File: src/rtl/mem_port_arbiter.sv
// Shares one single-ported memory between instruction fetch and data access.
// Data wins arbitration; a saturating counter bounds how long a fetch can wait.
module mem_port_arbiter #(
  parameter int unsigned STARVE_MAX = 4
) (
  input  logic        clk,
  input  logic        reset,
  input  logic        ireq,
  input  logic [31:0] iaddr,
  output logic [31:0] irdata,
  output logic        iready,
  output logic        istall,
  input  logic        dreq,
  input  logic        dwrite,
  input  logic [31:0] daddr,
  input  logic [31:0] dwdata,
  output logic [31:0] drdata,
  output logic        dready,
  output logic        dstall,
  output logic        mreq,
  output logic        mwrite,
  output logic [31:0] maddr,
  output logic [31:0] mwdata,
  input  logic [31:0] mrdata,
  input  logic        mack
);

  localparam logic [3:0] LP_SMAX = 4'(STARVE_MAX);

  typedef enum logic [1:0] {
    S_IDLE,
    S_IBUSY,
    S_DBUSY
  } state_t;

  state_t      r_state;
  state_t      w_next;
  logic [3:0]  r_scnt;
  logic        r_iready;
  logic        r_dready;
  logic        r_mreq;
  logic        r_mwrite;
  logic [31:0] r_maddr;
  logic [31:0] r_mwdata;
  logic [31:0] r_irdata;
  logic [31:0] r_drdata;
  logic        w_dgrant;
  logic        w_igrant;

  always_ff @(posedge clk) begin
    if (reset) r_state <= S_IDLE;
    else       r_state <= w_next;
  end

  // No grant in the ready-pulse cycle: the finishing requester still holds its
  // request there, and a new request from the other port waits one IDLE cycle.
  always_comb begin
    w_next   = r_state;
    w_dgrant = 1'b0;
    w_igrant = 1'b0;
    case (r_state)
      S_IDLE: begin
        if (!r_iready && !r_dready) begin
          if (dreq && (!ireq || (r_scnt < LP_SMAX))) begin
            w_dgrant = 1'b1;
            w_next   = S_DBUSY;
          end else if (ireq) begin
            w_igrant = 1'b1;
            w_next   = S_IBUSY;
          end
        end
      end
      S_IBUSY, S_DBUSY: begin
        if (mack) w_next = S_IDLE;
      end
      default: w_next = S_IDLE;
    endcase
  end

  always_ff @(posedge clk) begin
    if (reset) begin
      r_scnt   <= '0;
      r_iready <= 1'b0;
      r_dready <= 1'b0;
      r_mreq   <= 1'b0;
      r_mwrite <= 1'b0;
      r_maddr  <= '0;
      r_mwdata <= '0;
      r_irdata <= '0;
      r_drdata <= '0;
    end else begin
      r_iready <= 1'b0;
      r_dready <= 1'b0;
      if (w_dgrant) begin
        r_mreq   <= 1'b1;
        r_mwrite <= dwrite;
        r_maddr  <= daddr;
        r_mwdata <= dwdata;
        if (!ireq)                r_scnt <= '0;
        else if (r_scnt < LP_SMAX) r_scnt <= r_scnt + 4'd1;
      end else if (w_igrant) begin
        r_mreq   <= 1'b1;
        r_mwrite <= 1'b0;
        r_maddr  <= iaddr;
        r_scnt   <= '0;
      end
      if (mack && (r_state == S_IBUSY)) begin
        r_irdata <= mrdata;
        r_iready <= 1'b1;
        r_mreq   <= 1'b0;
      end
      if (mack && (r_state == S_DBUSY)) begin
        r_dready <= 1'b1;
        r_mreq   <= 1'b0;
        if (!r_mwrite) r_drdata <= mrdata;
      end
    end
  end

  assign irdata = r_irdata;
  assign iready = r_iready;
  assign istall = ireq & ~r_iready;
  assign drdata = r_drdata;
  assign dready = r_dready;
  assign dstall = dreq & ~r_dready;
  assign mreq   = r_mreq;
  assign mwrite = r_mwrite;
  assign maddr  = r_maddr;
  assign mwdata = r_mwdata;

endmodule
File: config.mk
export PLATFORM = sky130hd
export DESIGN_NAME = mem_port_arbiter
export DESIGN_NICKNAME = d
export VERILOG_FILES = /design/src/rtl/mem_port_arbiter.sv
export SDC_FILE = /design/constraint.sdc
export NUM_CORES = 1
export LEC_CHECK = 0
export CAP_MARGIN = 15
export CORE_UTILIZATION = 36
export DETAILED_ROUTE_END_ITERATION = 6
export PLACE_DENSITY_LB_ADDON = 0.12
export RECOVER_POWER = 100
export SLEW_MARGIN = 25
export SYNTH_ARGS = -nofsm -noshare
export SYNTH_HDL_FRONTEND = slang
export SYNTH_SLANG_ARGS = --single-unit
File: constraint.sdc
create_clock -name clk -period 1.5 [get_ports clk]
set_clock_uncertainty 0.1 [all_clocks]
set_input_delay 0.225 -clock clk [delete_from_list [all_inputs] [get_ports clk]]
set_output_delay 0.225 -clock clk [all_outputs]
set_load 0.1 [all_outputs]
==> impl_metrics.py <==
metrics = {
    "timing": {
        "whs_ns": 0.260,
        "max_freq_mhz": 575,
        "slew_headroom_pct": 67.9,
        "hold_viol": 0,
        "rsz0062_at_grt": "true",
        "slew_viol_final": 0,
        "setup_viol": 123,
        "worst_slew_pin_slew_ns": 0.482,
        "min_period_over_period_pct": 116,
        "min_period_ns": 1.74,
        "layout_setup_ws_ns": -0.239,
    },
    "logic_synthesis": {
        "async_reset_ff_share_pct": 0,
        "syn_nets": 721,
        "synth_top_area_share_pct": 51.9,
        "synthTopCellsByArea": "dfxtp_1 52%, nand2_1 9.4%, nor4_2 6.6%, a21oi_1 6.5%, a22o_1 5.3%",
        "synth_largest_area_cell": "dfxtp_1",
        "synth_seq_cells": 138,
        "synth_seq_area_share_pct": 51.9,
        "ys_types": 35,
        "synthCells": 583,
        "syn_area_per_cell_um2": 9.13,
        "synth_edf_count": 0,
        "synth_area_mm2": 0.00532,
        "yosys_warnings": 0,
        "synthFlopType": "dfxtp_1",
    },
    "detailed_routing": {
        "drt_iter0_markers": 381,
        "wl_per_cell_um": 20.8,
        "drt-vias-per-instance": 5.25,
        "ant_nets": 0,
        "firstDrtPassIters": 4,
        "drc": 0,
        "vias": 5776,
        "totalWireLength_mm": 22.9,
    },
    "floorplan": {
        "design.core.area_mm2": 0.0145,
        "start_util_pct": 36.8,
        "die_area_mm2": 0.0153,
        "die_h_um": 124,
        "rows": 44,
        "io_pins": 268,
        "die_width_um": 124,
    },
    "final_layout": {
        "layout-drive-gt1-share_pct": 44.4,
        "most-common-layout-cells": "133 x dfxtp_1, 130 x clkdlybuf4s50_1, 103 x nand2_1",
        "syn2layout_area_growth_pct": 99.4,
        "final_area_mm2": 0.0106,
        "insertedDiodeCount": 0,
        "fillers": 965,
        "layout_commonest_cell": "dfxtp_1",
        "fin_nets": 1042,
    },
    "outcome": {
        "outcome": "complete, but fails checks",
        "violations": "setup timing",
    },
    "worst_setup_path": {
        "endpoint_kind": "flop",
        "path_max_fanout": 5,
        "cp-start-kind": "flop",
        "required_ns": 1.70,
        "cp_data_arrival_time_ns": 1.94,
        "crit_type": "flop to flop",
    },
    "clock_tree": {
        "clockBufferDepth": 2,
        "clock_latency_ns": 0.42,
        "cts_tree": "built",
        "htree_levels": 4,
        "cts_sinks": 138,
        "root_buffer": "clkbuf_16",
        "clk_pin_slew_ns": 0.06,
        "numCtsBuffers": 17,
    },
    "global_route": {
        "grt_usage_pct": 27.1,
        "grt_pass1_wl_mm": 31.1,
        "grt_pass1_vias": 5852,
        "antenna_found_initial": 0,
        "overflow": 0,
        "grt_max_degree": 75,
    },
    "power_and_ir_drop": {
        "power.density_mw_per_mm2": 1370,
        "ir_drop_v": 0.000810,
        "p_leak_uw": 0.00423,
    },
    "place": {
        "place_area_mm2": 0.00999,
        "place_hpwl_mm": 13.2,
        "gp_congestion": 0.799,
        "port_buffers": 267,
    },
    "min_path": {
        "hp-class": "input pin to flop",
    },
    "job": {
        "cap_violations": 0,
    },
}
==> sequential cells by signal, summed over array words and instances, names as in the netlist <==
register  flops
r_scnt        4
irdata       32
drdata       32
mreq          1
mwdata       32
mwrite        1
r_state       2
iready        1
maddr        32
dready        1
==> cells by family (layout without fill, tap and decap cells) <==
| logic type | after synthesis | count (layout) | share of synthesized area [%] |
|---|---|---|---|
| DFF | 138 | 138 | 51.9 |
| AOI/OAI and AO/OA | 108 | 108 | 12.8 |
| buffers and inverters | 52 | 386 | 4.61 |
| and+or+nand+nor | 281 | 281 | 29.8 |
| adders and majority gates | 4 | 4 | 0.940 |
==> cell type report <==
type / instances / area (µm²) / area share, %
clock buffer: 24 / 514 / 4.84
timing repair buffer: 352 / 4030 / 37.9
tap: 184 / 230 / 2.17
multi-input combinational: 393 / 2930 / 27.6
inverter: 2 / 7.51 / 0.0707
clock inverter: 8 / 129 / 1.21
sequential: 138 / 2780 / 26.2
==> cells in the mapped netlist, drive strengths merged (3+ instances only) <==
| cell | n |
|---|---|
| nor3 | 64 |
| nor2 | 39 |
| buf | 22 |
| a22o | 32 |
| ha | 4 |
| a21oi | 69 |
| nand2 | 133 |
| dfxtp | 138 |
| clkbuf | 28 |
| nor4 | 32 |
| nor2b | 3 |
| o21ai | 3 |
==> stage by stage <==
| stage | setup slack, ns | instances | util [%] | TNS (ns) | power (µW) |
|---|---|---|---|---|---|
| final | -0.239 | 1101 | 73.3 | -10.53 | 14500 |
| after global routing | -0.272 | 1101 | 73.3 | -17.67 | 14900 |
| after CTS | -0.0955 | 1081 | 77.8 | -5.76 | 14700 |
| after detailed placement | -0.385 | 1027 | 69.0 | -29.25 | 9730 |
| after global placement | -0.306 | 1027 | 69.0 | -23.85 | 9630 |
| after floorplan | -0.0787 | 583 | - | -5.63 | 7470 |
==> layer usage <==
metal  vias up  wire, µm  global-route usage, %  part of all wire [%]
li1       2673         -                      -                     -
met4         0       553                   11.4                   2.4
met3        43      1750                   8.24                   7.7
met1      2833      8510                   29.3                    37
met5         -         0                      0                     0
met2       227     12100                   48.6                    53
==> power by group <==
group	total (µW)	switching [µW]	internal, µW
Clock	4520	1610	2910
Sequential	4220	249	3970
Combinational	5770	3680	2090
==> path summary, 6_finish.rpt <==
| check | from | end | slack [ns] | depth (start not counted) |
|---|---|---|---|---|
| max | iready | maddr[3] | -0.24 | 6 |
| min | dwdata[23] | mwdata[23] | 0.26 | 3 |
| max reg2reg | iready | maddr[3] | -0.24 | 6 |
| min reg2reg | drdata[5] | drdata[5] | 0.35 | 2 |
==> worst max-delay path, cell delays in order (launching register included) <==
cell     delay (ns)
dfxtp_4        0.35
nor2_4         0.22
and4_4         0.33
buf_12         0.14
buf_12         0.12
nor3_2         0.05
nor4_1         0.30
==> repair_timing <==
item,CTS,global route
endpoints found under the hold margin,4,0
setup endpoints to repair,136,136
cloned,9,10
gates resized for setup,71,88
buffers inserted,12,15
hold buffers,1,0
pin swaps,28,55
Note: power is estimated with default switching activity, not from simulation.
==> variant 1, RTL diff (config.mk and constraints unchanged) <==
Encoding of `state_t`: now one-hot (3 bits for 3 states).
--- a/src/rtl/mem_port_arbiter.sv
+++ b/src/rtl/mem_port_arbiter.sv
@@ -27,10 +27,10 @@
 
   localparam logic [3:0] LP_SMAX = 4'(STARVE_MAX);
 
-  typedef enum logic [1:0] {
-    S_IDLE,
-    S_IBUSY,
-    S_DBUSY
+  typedef enum logic [2:0] {
+    S_IDLE  = 3'b001,
+    S_IBUSY = 3'b010,
+    S_DBUSY = 3'b100
   } state_t;
 
   state_t      r_state;
Function: no difference found for any inputs over 4 cycles, from zero or initial values and one cycle with reset high; so few cycles prove little.
==> variant 1 against the original RTL <==
- the flow still finishes with violations (setup timing)
- sequential cell count is 1 higher
- wire length is 5.1% higher
- via count is 8.6% higher
- total power is 9.6% lower
- area after synthesis is 2.4% lower
- setup slack worse by 220 ps
- design area is 2.6% lower
==> variant 1: results (changes against the original RTL) <==
Parameter                              Value

Global route
  Overall routing resource usage    28.60% (+1.5 points)
  Met1 track demand over resource in global routing    30.92% (+1.6 points)
  Routing usage on met3    9.504% (+1.3 points)
  Met2 Use GR    48.55% (-0.094 points)
  First-pass GRT wire length    32020 um (+3.1%)
  Via count of the first global-routing pass    6201 (+6.0%)

Detailed routing
  Post-DR vias/cell    5.428 (+3.5%)
  Mean routed wirelength per cell    20.81 um (about the same)
  Total length of routed met2 wires    11930 um (-1.3%)
  Number of DRC markers in iteration 0    325 (-15%)
  Met1 wire length    8892 um (+4.5%)
  DRT Pass-1 Iters    5 (+1)
  Met3 WL post-DR    2126 um (+21%)

Critical path
  Depth of the worst register-to-register path    5 (-1)
  Arrival time at the worst endpoint    2160 ps (+220 ps)
  Maximum fanout encountered on the critical timing path    16 (+11)
  Crit. Startpoint    r_state[1]
  Last element of the critical path    maddr[19]

Power and ir drop
  Sequential power    4080 uW (-3%)
  Logic pwr share    30.8% (-9.0 points)
  Static leakage    0.004074 uW (-3.6%)
  Switching component of the power    4590 uW (-17%)
  Highest ir drop seen on vdd    0.0008400 V (+3.7%)
  Pwr Density    1269 mW/mm^2 (-7.2%)

Synthesis
  Post-synth top cells    226 x nand2_1, 139 x dfxtp_1, 125 x a21oi_1, 40 x clkbuf_1, 40 x nor2_1
  Number of distinct library cells after synthesis    30 (-14%)
  Net count after synthesis    787 (+9.2%)
  Synth area leaders    dfxtp_1 54%, nand2_1 16%, a21oi_1 12%
  Adder-cell area share of the yosys netlist    0.2409% (-0.70 points)
  Complex-gate fraction of the synthesized area    18.84% (+6.1 points)
  Fraction of the yosys area taken by sequential cells    53.58% (+1.7 points)

Worst hold path
  Critical hold path startpoint    reset
  Min-Delay Path Depth    2 (-1)
  Capture endpoint of the worst hold path    r_scnt[0]
  Worst min-delay path class    in2reg

Layout
  Fraction of final layout cells with drive strength greater than 1    45.80% (+1.4 points)
  Net count of the finished layout    1098 (+5.4%)
  FILL cells    952 (-1.3%)

Timing
  Final setup vio count    142 (+15%)
  Worst Setup Slack, final    -462.6 ps (-223.1 ps)
  Actual transition at the worst max-transition pin    484.7 ps (+3.084 ps)

Status
  Run status    finished, violations left
  Violated checks    setup timing

Placed design
  Detailed Place HPWL    12710 um (-3.7%)
  Routability congestion estimate from global placement    0.8456 (+5.9%)

CTS
  Number of post-CTS setup repair buffers    14 (+2)
  Clock transition at the registers of the reported paths    60 ps (about the same)
  Count of instances resized after the clock tree is built    48 (-32%)
-- variant 1: final cells by class --
| cell class | instances | share of cell area (%) |
|---|---|---|
| clock inverter | 12 | 2.239 |
| clock buffer | 20 | 4.526 |
| multi-input combinational | 466 | 30.25 |
| sequential | 139 | 27.05 |
| timing repair buffer | 338 | 33.72 |
| tap | 180 | 2.178 |
| inverter | 1 | 0.03630 |
-- variant 1: critical path: stages, from the launching register on --
cell and delay, ps:
dfxtp_2 320, or4b_4 530, or3_4 450, buf_12 190, a21oi_2 150, a211oi_2 90
-- variant 1: metrics by stage --
step           setup TNS (ps)  std cells  hold WS [ps]  cell area [um^2]  worst slack (ps)
2_1_floorplan          -25290        652         261.0              5286            -560.9
3_3_place_gp           -43570       1080         342.3              9574            -383.5
3_5_place_dp           -47500       1080         349.6              9574            -553.8
4_1_cts                -30970       1141         6.501             10920            -401.7
5_1_grt                -46940       1156         17.65             10340            -484.4
6_report               -40950       1156         12.15             10340            -462.6
==> variant 2, RTL diff (same settings) <==
Without the edit above. Make the reset (`reset`) asynchronous in 2 clocked blocks.
--- a/src/rtl/mem_port_arbiter.sv
+++ b/src/rtl/mem_port_arbiter.sv
@@ -47,7 +47,7 @@
   logic        w_dgrant;
   logic        w_igrant;
 
-  always_ff @(posedge clk) begin
+  always_ff @(posedge clk or posedge reset) begin
     if (reset) r_state <= S_IDLE;
     else       r_state <= w_next;
   end
@@ -77,7 +77,7 @@
     endcase
   end
 
-  always_ff @(posedge clk) begin
+  always_ff @(posedge clk or posedge reset) begin
     if (reset) begin
       r_scnt   <= '0;
       r_iready <= 1'b0;
Check against the original RTL: differs if reset is asserted again (counterexample within 4 cycles, from zero or initial values and one cycle with reset high); with reset held inactive, the same outputs for 10 cycles.
==> variant 2 against the original RTL <==
- the flow still finishes with violations (setup timing)
- global-route usage shrank 4.1 points
- wire length shrank 10%
- sequential cell count is the same
- setup slack lost 94 ps
- area after synthesis grew 16%
- design area shrank 2.7%
- critical endpoint is now drdata[0]
Power is left out: the tool's default activity adds up to more than one toggle a clock period on the data nets, which glitch-free logic cannot reach.
==> variant 2: results (changes against the original RTL) <==
Parameter                              Value

Global route
  First-pass GRT wire length    30880 um (-0.58%)
  Via count of the first global-routing pass    5456 (-6.8%)

Timing
  Final setup vio count    138 (+12%)
  Actual transition at the worst max-transition pin    889.8 ps (+408.1 ps)
  Worst Setup Slack, final    -333.2 ps (-93.68 ps)

Synthesis
  Synth area leaders    dfrtp_1 56%, mux2_2 12%, mux2_4 7.3%
  Post-synth top cells    138 x dfrtp_1, 65 x mux2_2, 33 x a21oi_1, 32 x a31oi_1, 32 x nand3_1
  Net count after synthesis    582 (-19%)
  FFs w/ async S/R, synth    100.0% (+100 points)

Layout
  Fraction of final layout cells with drive strength greater than 1    49.02% (+4.6 points)
  Net count of the finished layout    890 (-15%)
  FILL cells    1296 (+34%)

Worst hold path
  Capture endpoint of the worst hold path    maddr[17]
  Critical hold path startpoint    iaddr[17]

Critical path
  Depth of the worst register-to-register path    7 (+1)
  Cell class contributing the biggest share of worst-path delay    flip-flops
  R2r startpoint    r_state[1]

Placed design
  Detailed Place HPWL    13190 um (about the same)

Detailed routing
  Total wire length    20580 um (-10%)
  Number of DRC markers in iteration 0    292 (-23%)
  Count of vias placed by the detailed router    5029 (-13%)

CTS
  Number of post-CTS setup repair buffers    14 (+2)
  Count of instances resized after the clock tree is built    82 (+15%)

Status
  Violated checks    setup timing
  Run status    finished, violations left
==> variant 2: cell type report <==
| cell class | instances | area, um^2 | share of cell area, % |
|---|---|---|---|
| clock buffers | 19 | 452.9 | 4.383 |
| clock inverters | 13 | 157.7 | 1.526 |
| inverters | 5 | 20.02 | 0.1937 |
| multi-input cells | 263 | 2733 | 26.44 |
| flip-flops and latches | 138 | 3456 | 33.44 |
| well taps | 220 | 275.3 | 2.664 |
| repair buffers | 327 | 3239 | 31.35 |
==> variant 2: per-stage QoR <==
| stage | TNS [ps] | instance area, um^2 | setup slack [ps] | hold slack (ps) | cells |
|---|---|---|---|---|---|
| floorplan | -128010 | 6201 | -564.4 | 256.7 | 444 |
| global placement | -40710 | 10590 | -436.0 | 365.8 | 931 |
| detailed placement | -46300 | 10590 | -521.0 | 385.8 | 931 |
| CTS | -31080 | 11900 | -305.0 | 196.5 | 984 |
| global route | -40860 | 10330 | -406.2 | 275.2 | 985 |
| finish | -34080 | 10330 | -333.2 | 281.7 | 985 |
==> variant 2: routing by layer <==
layer | routed length, um | GRT usage, % | vias up | part of all wire [%]
li1 | - | - | 2272 | -
met1 | 8645 | 28.00 | 2513 | 42
met2 | 10320 | 39.15 | 208 | 50
met3 | 1115 | 5.936 | 36 | 5.4
met4 | 497 | 8.902 | 0 | 2.4
met5 | 0 | 0 | - | 0
==> variant 2: cell families after synthesis <==
| kind of cell | after synthesis | share of synthesized area [%] |
|---|---|---|
| AOI/OAI and AO/OA | 106 | 13.49 |
| muxes | 97 | 19.45 |
| buffers and inverters | 43 | 5.480 |
| and+or+nand+nor | 56 | 4.955 |
| DFF | 138 | 55.81 |
| adders and majority gates | 4 | 0.8089 |
